### config.mk
export PLATFORM = sky130hd
export DESIGN_NAME = serial_tx_frame
export DESIGN_NICKNAME = d
export VERILOG_FILES = /design/src/rtl/serial_pkg.sv /design/src/rtl/flex_pts_sr.sv /design/src/rtl/serial_tx_frame.sv
export SDC_FILE = /design/constraint.sdc
export NUM_CORES = 1
export LEC_CHECK = 0
export CAP_MARGIN = 20
export CORE_UTILIZATION = 60
export CTS_BUF_LIST = sky130_fd_sc_hd__clkbuf_8
export CTS_CLUSTER_SIZE = 25
export DETAILED_ROUTE_END_ITERATION = 7
export DONT_BUFFER_PORTS = 1
export PLACE_DENSITY = 0.88
export SKIP_CTS_REPAIR_TIMING = 1
export SLEW_MARGIN = 20
export SYNTH_ARGS = -nofsm -noshare
export SYNTH_HDL_FRONTEND = slang
export SYNTH_SLANG_ARGS = --single-unit
### constraint.sdc
create_clock -name clk -period 2.3 [get_ports clk]
set_input_delay 0.46 -clock clk [delete_from_list [all_inputs] [get_ports clk]]
set_output_delay 0.46 -clock clk [all_outputs]
set_load 0.05 [all_outputs]
### src/rtl/serial_pkg.sv
// -----------------------------------------------------------------------------
// serial_pkg
// Shared types and constants for the framed serial transmitter.
//   tx_state_t          : transmitter FSM states
//   SERIAL_IDLE_LEVEL   : line level while idle and during the stop bit
//   SERIAL_START_LEVEL  : line level of the start bit
// Optional feature macro: SERIAL_TX_PARITY_EN (adds the PARITY state).
// -----------------------------------------------------------------------------
package serial_pkg;

  typedef enum logic [2:0] {
    IDLE   = 3'd0,
    START  = 3'd1,
    DATA   = 3'd2,
`ifdef SERIAL_TX_PARITY_EN
    PARITY = 3'd3,
`endif
    STOP   = 3'd4
  } tx_state_t;

  localparam logic SERIAL_IDLE_LEVEL  = 1'b1;
  localparam logic SERIAL_START_LEVEL = 1'b0;

endpackage : serial_pkg

### src/rtl/flex_pts_sr.sv
// -----------------------------------------------------------------------------
// flex_pts_sr
// Parameterised parallel-to-serial shift register. Resets to all ones (the
// idle line level); load has priority over shift. Vacated positions are
// filled with the idle level.
// Parameters:
//   NUM_BITS     : register width (>= 2)
//   SHIFT_MSB    : 1 = MSB presented first, 0 = LSB presented first
// Ports:
//   clk          : clock, rising edge
//   n_rst        : asynchronous active-low reset
//   load_enable  : load parallel_in
//   shift_enable : advance to the next bit
//   parallel_in  : word to load
//   serial_out   : bit currently presented (combinational from the register)
// -----------------------------------------------------------------------------
module flex_pts_sr
  import serial_pkg::*;
#(
  parameter int NUM_BITS  = 8,
  parameter int SHIFT_MSB = 0
) (
  input  logic                clk,
  input  logic                n_rst,
  input  logic                load_enable,
  input  logic                shift_enable,
  input  logic [NUM_BITS-1:0] parallel_in,
  output logic                serial_out
);

  logic [NUM_BITS-1:0] r_sr;
  logic [NUM_BITS-1:0] w_sr_next;

  always_comb begin
    // NOTE: default assignment first so every path drives w_sr_next; no latch.
    w_sr_next = r_sr;
    if (load_enable) begin
      w_sr_next = parallel_in;
    end else if (shift_enable) begin
      if (SHIFT_MSB != 0) begin
        w_sr_next = {r_sr[NUM_BITS-2:0], SERIAL_IDLE_LEVEL};
      end else begin
        w_sr_next = {SERIAL_IDLE_LEVEL, r_sr[NUM_BITS-1:1]};
      end
    end
  end

  always_ff @(posedge clk or negedge n_rst) begin
    // NOTE: sequential state uses non-blocking assignments only.
    if (!n_rst) begin
      r_sr <= {NUM_BITS{SERIAL_IDLE_LEVEL}};
    end else begin
      r_sr <= w_sr_next;
    end
  end

  assign serial_out = (SHIFT_MSB != 0) ? r_sr[NUM_BITS-1] : r_sr[0];

endmodule : flex_pts_sr

### src/rtl/serial_tx_frame.sv
// -----------------------------------------------------------------------------
// serial_tx_frame
// Framed serial transmitter: start bit (0), DATA_BITS data bits, optional
// parity bit, stop bit (1). Each bit lasts CLKS_PER_BIT cycles. Back-to-back
// frames are gap-free because a new word may be accepted in the final stop
// cycle.
// Optional feature macro: SERIAL_TX_PARITY_EN (parity bit, sense PARITY_ODD).
// Parameters:
//   DATA_BITS    : data bits per frame (>= 2)
//   CLKS_PER_BIT : clock cycles per serial bit (>= 2)
//   SHIFT_MSB    : 1 = MSB first, 0 = LSB first
//   PARITY_ODD   : 0 = even, 1 = odd (parity builds only)
// Ports:
//   clk        : clock, rising edge
//   n_rst      : asynchronous active-low reset
//   tx_data    : word to send, sampled on acceptance
//   tx_valid   : tx_data valid
//   tx_ready   : word can be accepted this cycle (combinational)
//   serial_out : serial line, registered, idles high
//   tx_busy    : frame in progress
//   tx_done    : registered one-cycle pulse after the last stop cycle
// -----------------------------------------------------------------------------
module serial_tx_frame
  import serial_pkg::*;
#(
  parameter int DATA_BITS    = 8,
  parameter int CLKS_PER_BIT = 16,
  parameter int SHIFT_MSB    = 0,
  parameter int PARITY_ODD   = 0
) (
  input  logic                 clk,
  input  logic                 n_rst,
  input  logic [DATA_BITS-1:0] tx_data,
  input  logic                 tx_valid,
  output logic                 tx_ready,
  output logic                 serial_out,
  output logic                 tx_busy,
  output logic                 tx_done
);

  localparam int TW = $clog2(CLKS_PER_BIT);
  localparam int CW = $clog2(DATA_BITS + 1);
  localparam logic [TW-1:0] TIMER_LAST = TW'(CLKS_PER_BIT - 1);
  localparam logic [CW-1:0] COUNT_LAST = CW'(DATA_BITS - 1);

  // Elaboration-time parameter sanity checks.
  if (DATA_BITS < 2) begin : g_bad_data_bits
    $error("serial_tx_frame: DATA_BITS must be 2 or more");
  end
  if (CLKS_PER_BIT < 2) begin : g_bad_clks
    $error("serial_tx_frame: CLKS_PER_BIT must be 2 or more");
  end
  if (PARITY_ODD < 0 || PARITY_ODD > 1) begin : g_bad_parity
    $error("serial_tx_frame: PARITY_ODD must be 0 or 1");
  end

  tx_state_t     r_state;
  logic [TW-1:0] r_timer;
  logic [CW-1:0] r_bit_cnt;
  logic          r_serial_out;
  logic          r_tx_done;
`ifdef SERIAL_TX_PARITY_EN
  logic          r_parity;
`endif

  logic w_bit_end;
  logic w_tx_ready;
  logic w_accept;
  logic w_shift;
  logic w_sr_out;

  assign w_bit_end  = (r_timer == TIMER_LAST);
  assign w_tx_ready = (r_state == IDLE) || ((r_state == STOP) && w_bit_end);
  assign w_accept   = tx_valid && w_tx_ready;

  // The output register samples the shift register's current bit at the
  // boundary into each data bit, and the shift register advances on that
  // same edge so the following bit is already presented at the next boundary.
  // Hence a shift at the start->data boundary and at every data->data
  // boundary, but none at the end of the last data bit.
  assign w_shift = w_bit_end &&
                   ((r_state == START) ||
                    ((r_state == DATA) && (r_bit_cnt != COUNT_LAST)));

  flex_pts_sr #(
    .NUM_BITS  (DATA_BITS),
    .SHIFT_MSB (SHIFT_MSB)
  ) u_sr (
    .clk          (clk),
    .n_rst        (n_rst),
    .load_enable  (w_accept),
    .shift_enable (w_shift),
    .parallel_in  (tx_data),
    .serial_out   (w_sr_out)
  );

  always_ff @(posedge clk or negedge n_rst) begin
    if (!n_rst) begin
      r_state      <= IDLE;
      r_timer      <= '0;
      r_bit_cnt    <= '0;
      r_serial_out <= SERIAL_IDLE_LEVEL;
      r_tx_done    <= 1'b0;
`ifdef SERIAL_TX_PARITY_EN
      r_parity     <= 1'b0;
`endif
    end else begin
      r_tx_done <= 1'b0;

      // Bit timer runs in every non-idle state and wraps at each bit boundary.
      if ((r_state == IDLE) || w_bit_end) begin
        r_timer <= '0;
      end else begin
        r_timer <= r_timer + TW'(1);
      end

      case (r_state)
        IDLE: begin
          r_serial_out <= SERIAL_IDLE_LEVEL;
          if (w_accept) begin
            r_state      <= START;
            r_serial_out <= SERIAL_START_LEVEL;
          end
        end

        START: begin
          if (w_bit_end) begin
            r_state      <= DATA;
            r_bit_cnt    <= '0;
            r_serial_out <= w_sr_out;
`ifdef SERIAL_TX_PARITY_EN
            r_parity     <= w_sr_out ^ PARITY_ODD[0];
`endif
          end
        end

        DATA: begin
          if (w_bit_end) begin
            if (r_bit_cnt == COUNT_LAST) begin
`ifdef SERIAL_TX_PARITY_EN
              r_state      <= PARITY;
              r_serial_out <= r_parity;
`else
              r_state      <= STOP;
              r_serial_out <= SERIAL_IDLE_LEVEL;
`endif
            end else begin
              r_bit_cnt    <= r_bit_cnt + CW'(1);
              r_serial_out <= w_sr_out;
`ifdef SERIAL_TX_PARITY_EN
              r_parity     <= r_parity ^ w_sr_out;
`endif
            end
          end
        end

`ifdef SERIAL_TX_PARITY_EN
        PARITY: begin
          if (w_bit_end) begin
            r_state      <= STOP;
            r_serial_out <= SERIAL_IDLE_LEVEL;
          end
        end
`endif

        STOP: begin
          if (w_bit_end) begin
            r_tx_done <= 1'b1;
            if (w_accept) begin
              r_state      <= START;
              r_serial_out <= SERIAL_START_LEVEL;
            end else begin
              r_state      <= IDLE;
              r_serial_out <= SERIAL_IDLE_LEVEL;
            end
          end
        end

        default: begin
          r_state      <= IDLE;
          r_serial_out <= SERIAL_IDLE_LEVEL;
        end
      endcase
    end
  end

  assign tx_ready   = w_tx_ready;
  assign serial_out = r_serial_out;
  assign tx_busy    = (r_state != IDLE);
  assign tx_done    = r_tx_done;

endmodule : serial_tx_frame
Yosys cells after proc, flatten, opt, wreduce, memory -nomap -nowiden:

Cells that the tools add are included.
W data, S select, Z words.

* register bits: 21
* input bits: 11
* logic and storage cells: 56

* add/subtract/negate cells: 2
* equal/unequal tests: 12
* multiplexer cells: 22
* reduce and logical (&&, ||, !) cells: 14

Operators by type and width (count)
* $mux W4: 4
* $mux W8: 2
* $mux W3: 5
* $pmux W3 S4: 1
* $add A4 B1 Y4 const B: 2
* $mux W1: 8
* $ne A2 B2 Y1 const B: 4
* $pmux W4 S2: 1
* $reduce_and A5 Y1: 1
* $eq A4 B3 Y1 const B: 1
* $eq A4 B4 Y1 const B: 1
* $logic_and A1 B1 Y1: 4
* $ne A2 B1 Y1 const B: 2
* $ne A4 B3 Y1 const B: 1
* $pmux W1 S4: 1
* $reduce_and A4 Y1: 1
* $reduce_bool A2 Y1: 2
* $eq A3 B1 Y1 const B: 1
* $eq A3 B2 Y1 const B: 1
* $eq A3 B3 Y1 const B: 1
* $logic_not A3 Y1: 1
* $logic_or A1 B1 Y1: 3
* $reduce_and A3 Y1: 1
* $reduce_bool A3 Y1: 1

Logic depth before layout (Yosys ltp):

* depth after elaboration: 7
* depth in mapped cells: 7
* depth with buffers taken out: 5

Hierarchy:

From an unflattened synthesis, not the netlist that was laid out.

* cells, all modules: 105
* area total of the unflattened synthesis: 1096.1 um^2

Modules (own cells, without submodules)
* serial_tx_frame: instances 1, cells each 71, area an instance 719.4 um^2
* flex_pts_sr: instances 1, cells each 34, area an instance 376.6 um^2

Worst setup path after synthesis:

Ideal clock, no wire load.

* path type: register to output
* start point: register r_timer[0]
* end point: output port tx_ready
* data arrival time: 2001 ps
* slack: -161 ps
* cell stages (with the launch flop): 4
* buffers on the path: 0
* cell sequence: dfrtp_1 ha_1 nand3_1 a21boi_0

* cells in the longest elaborated chain, start to end: 3

RTL lines
* start, declared: RTL line serial_tx_frame.sv:58 `logic [TW-1:0] r_timer;`
* start signal, assigned: RTL line serial_tx_frame.sv:114 `r_timer <= r_timer + TW'(1);`
* $eq A4 B4 Y1: RTL line serial_tx_frame.sv:72 `assign w_bit_end = (r_timer == TIMER_LAST);`
* $logic_and A1 B1 Y1: RTL line serial_tx_frame.sv:73 `assign w_tx_ready = (r_state == IDLE) || ((r_state == STOP) && w_bit_end);`
* $logic_or A1 B1 Y1: RTL line serial_tx_frame.sv:73
* end, declared: RTL line serial_tx_frame.sv:35 `output logic tx_ready,`

No other way between the ends.

Worst setup path in the final report:

* start point: register r_state[0]
* end point: output port tx_ready

* cells in the longest elaborated chain, start to end: 3
* elaborated cells on any way between the ends: 4
* those cells by class: eq/ne: 1; reduce/logical: 3

RTL lines
* start, declared: RTL line serial_tx_frame.sv:57 `tx_state_t r_state;`
* start signal, assigned: RTL line serial_tx_frame.sv:99 `r_state <= IDLE;`
* start signal, assigned: RTL line serial_tx_frame.sv:121 `r_state <= START;`
* start signal, assigned: RTL line serial_tx_frame.sv:128 `r_state <= DATA;`
* $eq A3 B3 Y1: RTL line serial_tx_frame.sv:73
* $logic_and A1 B1 Y1: RTL line serial_tx_frame.sv:73
* $logic_or A1 B1 Y1 (*): RTL line serial_tx_frame.sv:73

Every way passes the cells marked *; elsewhere a longest branch is shown, timed or not.

==> impl_results.md <==
* Peak VDD IR at 0.000528 V
* Static Leakage at 0.480 nW
* Final worst-path cycle share at 90.5%
* CP Capture Type: primary output
* DIE AREA at 0.00205 mm2
* H-tree depth at 1
* # IOs at 15
* Post-Syn Area at 0.00112 mm2
* Vias in the first global route at 779
* GRT Resource Usage Total at 22.6%
* Top FF cell, synth: dfrtp_1
* Antenna Nets Post-Route at 0
* Detailed-route via count at 845
* Die extent in y at 45.3 um
* EDFF count, synth at 0
* Internal Power at 0.845 mW
* Place WS at 0.407 ns
* Residual DRC at 0
* Max-cap violations at 0
* Starting Density at 64.3%
* Post-synthesis sequential area ratio at 47.8%
* Final hold vios at 0
* Worst EP arrival at 1.62 ns
* Max Transition Viols Final at 0
* Unique cell type count in the Yosys netlist at 31
* Warnings, synthesis at 0
* Setup Skew at 0.00302 ns
* Final Critical Period at 2.08 ns
* Worst Path Required at 1.84 ns
* DRT iter0 DRCs at 21
* Avg WL per Cell at 14.8 um
* Power per cell area at 1170 mW/mm2
* Synth Area in Compound Gates at 19.3%
* Clk buf depth at 2
* Multiplexer share of the synthesized area at 7.13%
* Global-route wire length before repair at 3290 um
* Type of origin of the critical path: flip-flop
* Non-Filler Instances at 139
* Core area at 0.00175 mm2
* Synthesized area per cell at 9.93 um2
* Worst-skew pair later-pin latency at 0.26 ns
* Total Wirelength at 2050 um
* Net Sw Frac at 39.7%
* Synth Area in Adders at 2.23%
* Syn Inst Count at 113
* Worst-Margin Slew at 0.575 ns
* Worst path bufs/invs at 1
* Worst hold-check path type: in -> async
* Setup crit start: r_state[0]
* Die width at 45.3 um
* GRT overflow at 0
* Placed cell count at 134
* Final setup violation count at 0
* Async S/R FF share, synth at 100%
* DP Wirelength at 1420 um
* Area Overhead vs Synth at 6.58%
* Final #Nets at 128
* Kind of critical path: reg -> out
* Flops & latches, synth at 21
* Crit-path cells: nor2_1 -> a21boi_1 -> buf_4
* I/O Buffers at 0
* Root Driver: clkbuf_8
* # diodes at 0
* Clock Sinks at 21
* Final Worst Setup Slack at 0.218 ns
* Unrepaired setup endpoints after global routing: no
* Largest family of logic cells by synthesized area: compound AO/OA/AOI/OAI gates
* Logic pwr share at 33.6%
* Post-synthesis xor/xnor area fraction at 2.34%
* Share of cells above drive strength 1 at 14.9%
* Clock share of power at 17.1%
* Vias per cell at 6.08
* Flop pwr share at 49.3%
* Setup_tns at 0 ns
* Outcome: completed
* P_sw at 0.556 mW
* Synth Net Count at 126
* Initial antenna violation count at 0
* F_max at 0.480 GHz
* Post-Synth Simple-Gate Area at 17.9%
* Critical Path Slowest Stage Cell: dfrtp_1
* GP Congestion at 0.847
* Max_slew headroom at 61.7%
* FP Rows at 15
* CTS buffer count at 3
* CTS tree: yes
* Drt first pass iters at 4
* Worst hold margin at 0.0345 ns
* Clock-pin slew on the worst setup and hold paths at 0.08 ns
* FF-to-FF setup slack at 0.37 ns
* Largest net degree at the start of global routing at 22
* CP max FO at 18
* Reg2reg start: r_state[0]
* Slowest stage delay, CP at 0.59 ns
* Top delay family on crit path: flip-flops
layout make-up:
type	instances	area [um2]
Sequential cell	21	537
Multi-Input combinational cell	84	549
Fill cell	133	549
Timing Repair Buffer	3	25.0
Inverter	2	7.51
Clock inverter	1	5.00
Tap cell	25	31.3
Clock buffer	3	41.3
per-stage QoR:
stage | area (um2) | utilization, % | total power [mW]
finish | 1200 | 68.5 | 1.40
global route | 1200 | 68.5 | 1.50
detailed placement | 1140 | 65.3 | 1.16
CTS | 1190 | 68.0 | 1.40
global placement | 1140 | 65.3 | 1.14
floorplan | 1120 | - | 1.08
Yosys cell counts, types with 2 or more instances:
library cell  number  area share, %
a2bb2oi_1          3            2.3
buf_2              2           0.89
clkbuf_1           3            1.0
and3_1             3            1.7
nor2b_1            2            1.1
a21oi_1           12            5.4
dfrtp_1           12             27
o21ai_0           10            4.5
a211oi_1           3            2.0
mux2i_1            8            7.1
nand2_1            3            1.0
nor2_1            18            6.0
nand3_1            5            2.2
xnor2_1            2            1.6
dfstp_2            9             21
inv_1              2           0.67
ha_1               2            2.2
path summary, 6_finish.rpt:
kind                           endpoint  depth (start not counted)
min in group clk           u_sr.r_sr[1]                          2
max reg2reg                u_sr.r_sr[5]                          4
min                          serial_out                          0
max in group asynchronous  r_bit_cnt[0]                          1
min reg2reg                  r_timer[0]                          1
max                            tx_ready                          3
worst register-to-register path: stages (launching register included):
cell and delay (ns):
dfrtp_1 0.70, xnor2_1 0.23, a311oi_4 0.58, mux2i_1 0.26, a21oi_1 0.09
sequential cells by signal, summed over array words and instances (netlist names):
register    flops
u_sr.r_sr       8
serial_out      1
r_state         3
r_timer         4
r_bit_cnt       4
tx_done         1
layout by cell type, fill, tap and decap left out, drive strengths merged:
cell type,instances
nand2,3
nor2b,2
nand3b,1
a41oi,1
nand4,1
ha,2
buf,2
nand3,5
a21boi,1
a211oi,3
dlygate4sd3,1
nor3,1
clkbuf,3
xnor2,2
inv,2
o21ai,10
o211ai,1
a2bb2oi,3
nand4b,2
xor2,1
clkinv,1
nor3b,1
a21oi,12
dfstp,9
and3,3
or4,1
dfrtp,12
mux2i,8
a22oi,1
a311oi,1
nor2,18
kinds of logic after synthesis:
family	count (synthesis)
and+or+nand+nor	38
AOI/OAI and AO/OA	33
DFF	21
buffers and inverters	8
muxes	8
xor gates and xnor gates	3
adders and majority gates	2
power by group through the flow:
stage | sequential [mW] | clock, mW | combinational (mW)
floorplan | 0.631 | 0 | 0.445
CTS | 0.689 | 0.246 | 0.468
global route | 0.707 | 0.264 | 0.530
global placement | 0.686 | 0 | 0.451
finish | 0.691 | 0.239 | 0.471
detailed placement | 0.697 | 0 | 0.464
per-layer routing:
| layer | vias up | part of all wire (%) | track usage [%] | routed length [um] |
|---|---|---|---|---|
| met2 | 14 | 50 | 39.7 | 1020 |
| met3 | 4 | 2.3 | 3.60 | 48 |
| met4 | 0 | 0.83 | 9.09 | 17 |
| met1 | 414 | 47 | 27.5 | 971 |
| met5 | - | 0 | 0 | 0 |
| li1 | 413 | - | - | - |
Power figures use the tool's default switching activity.
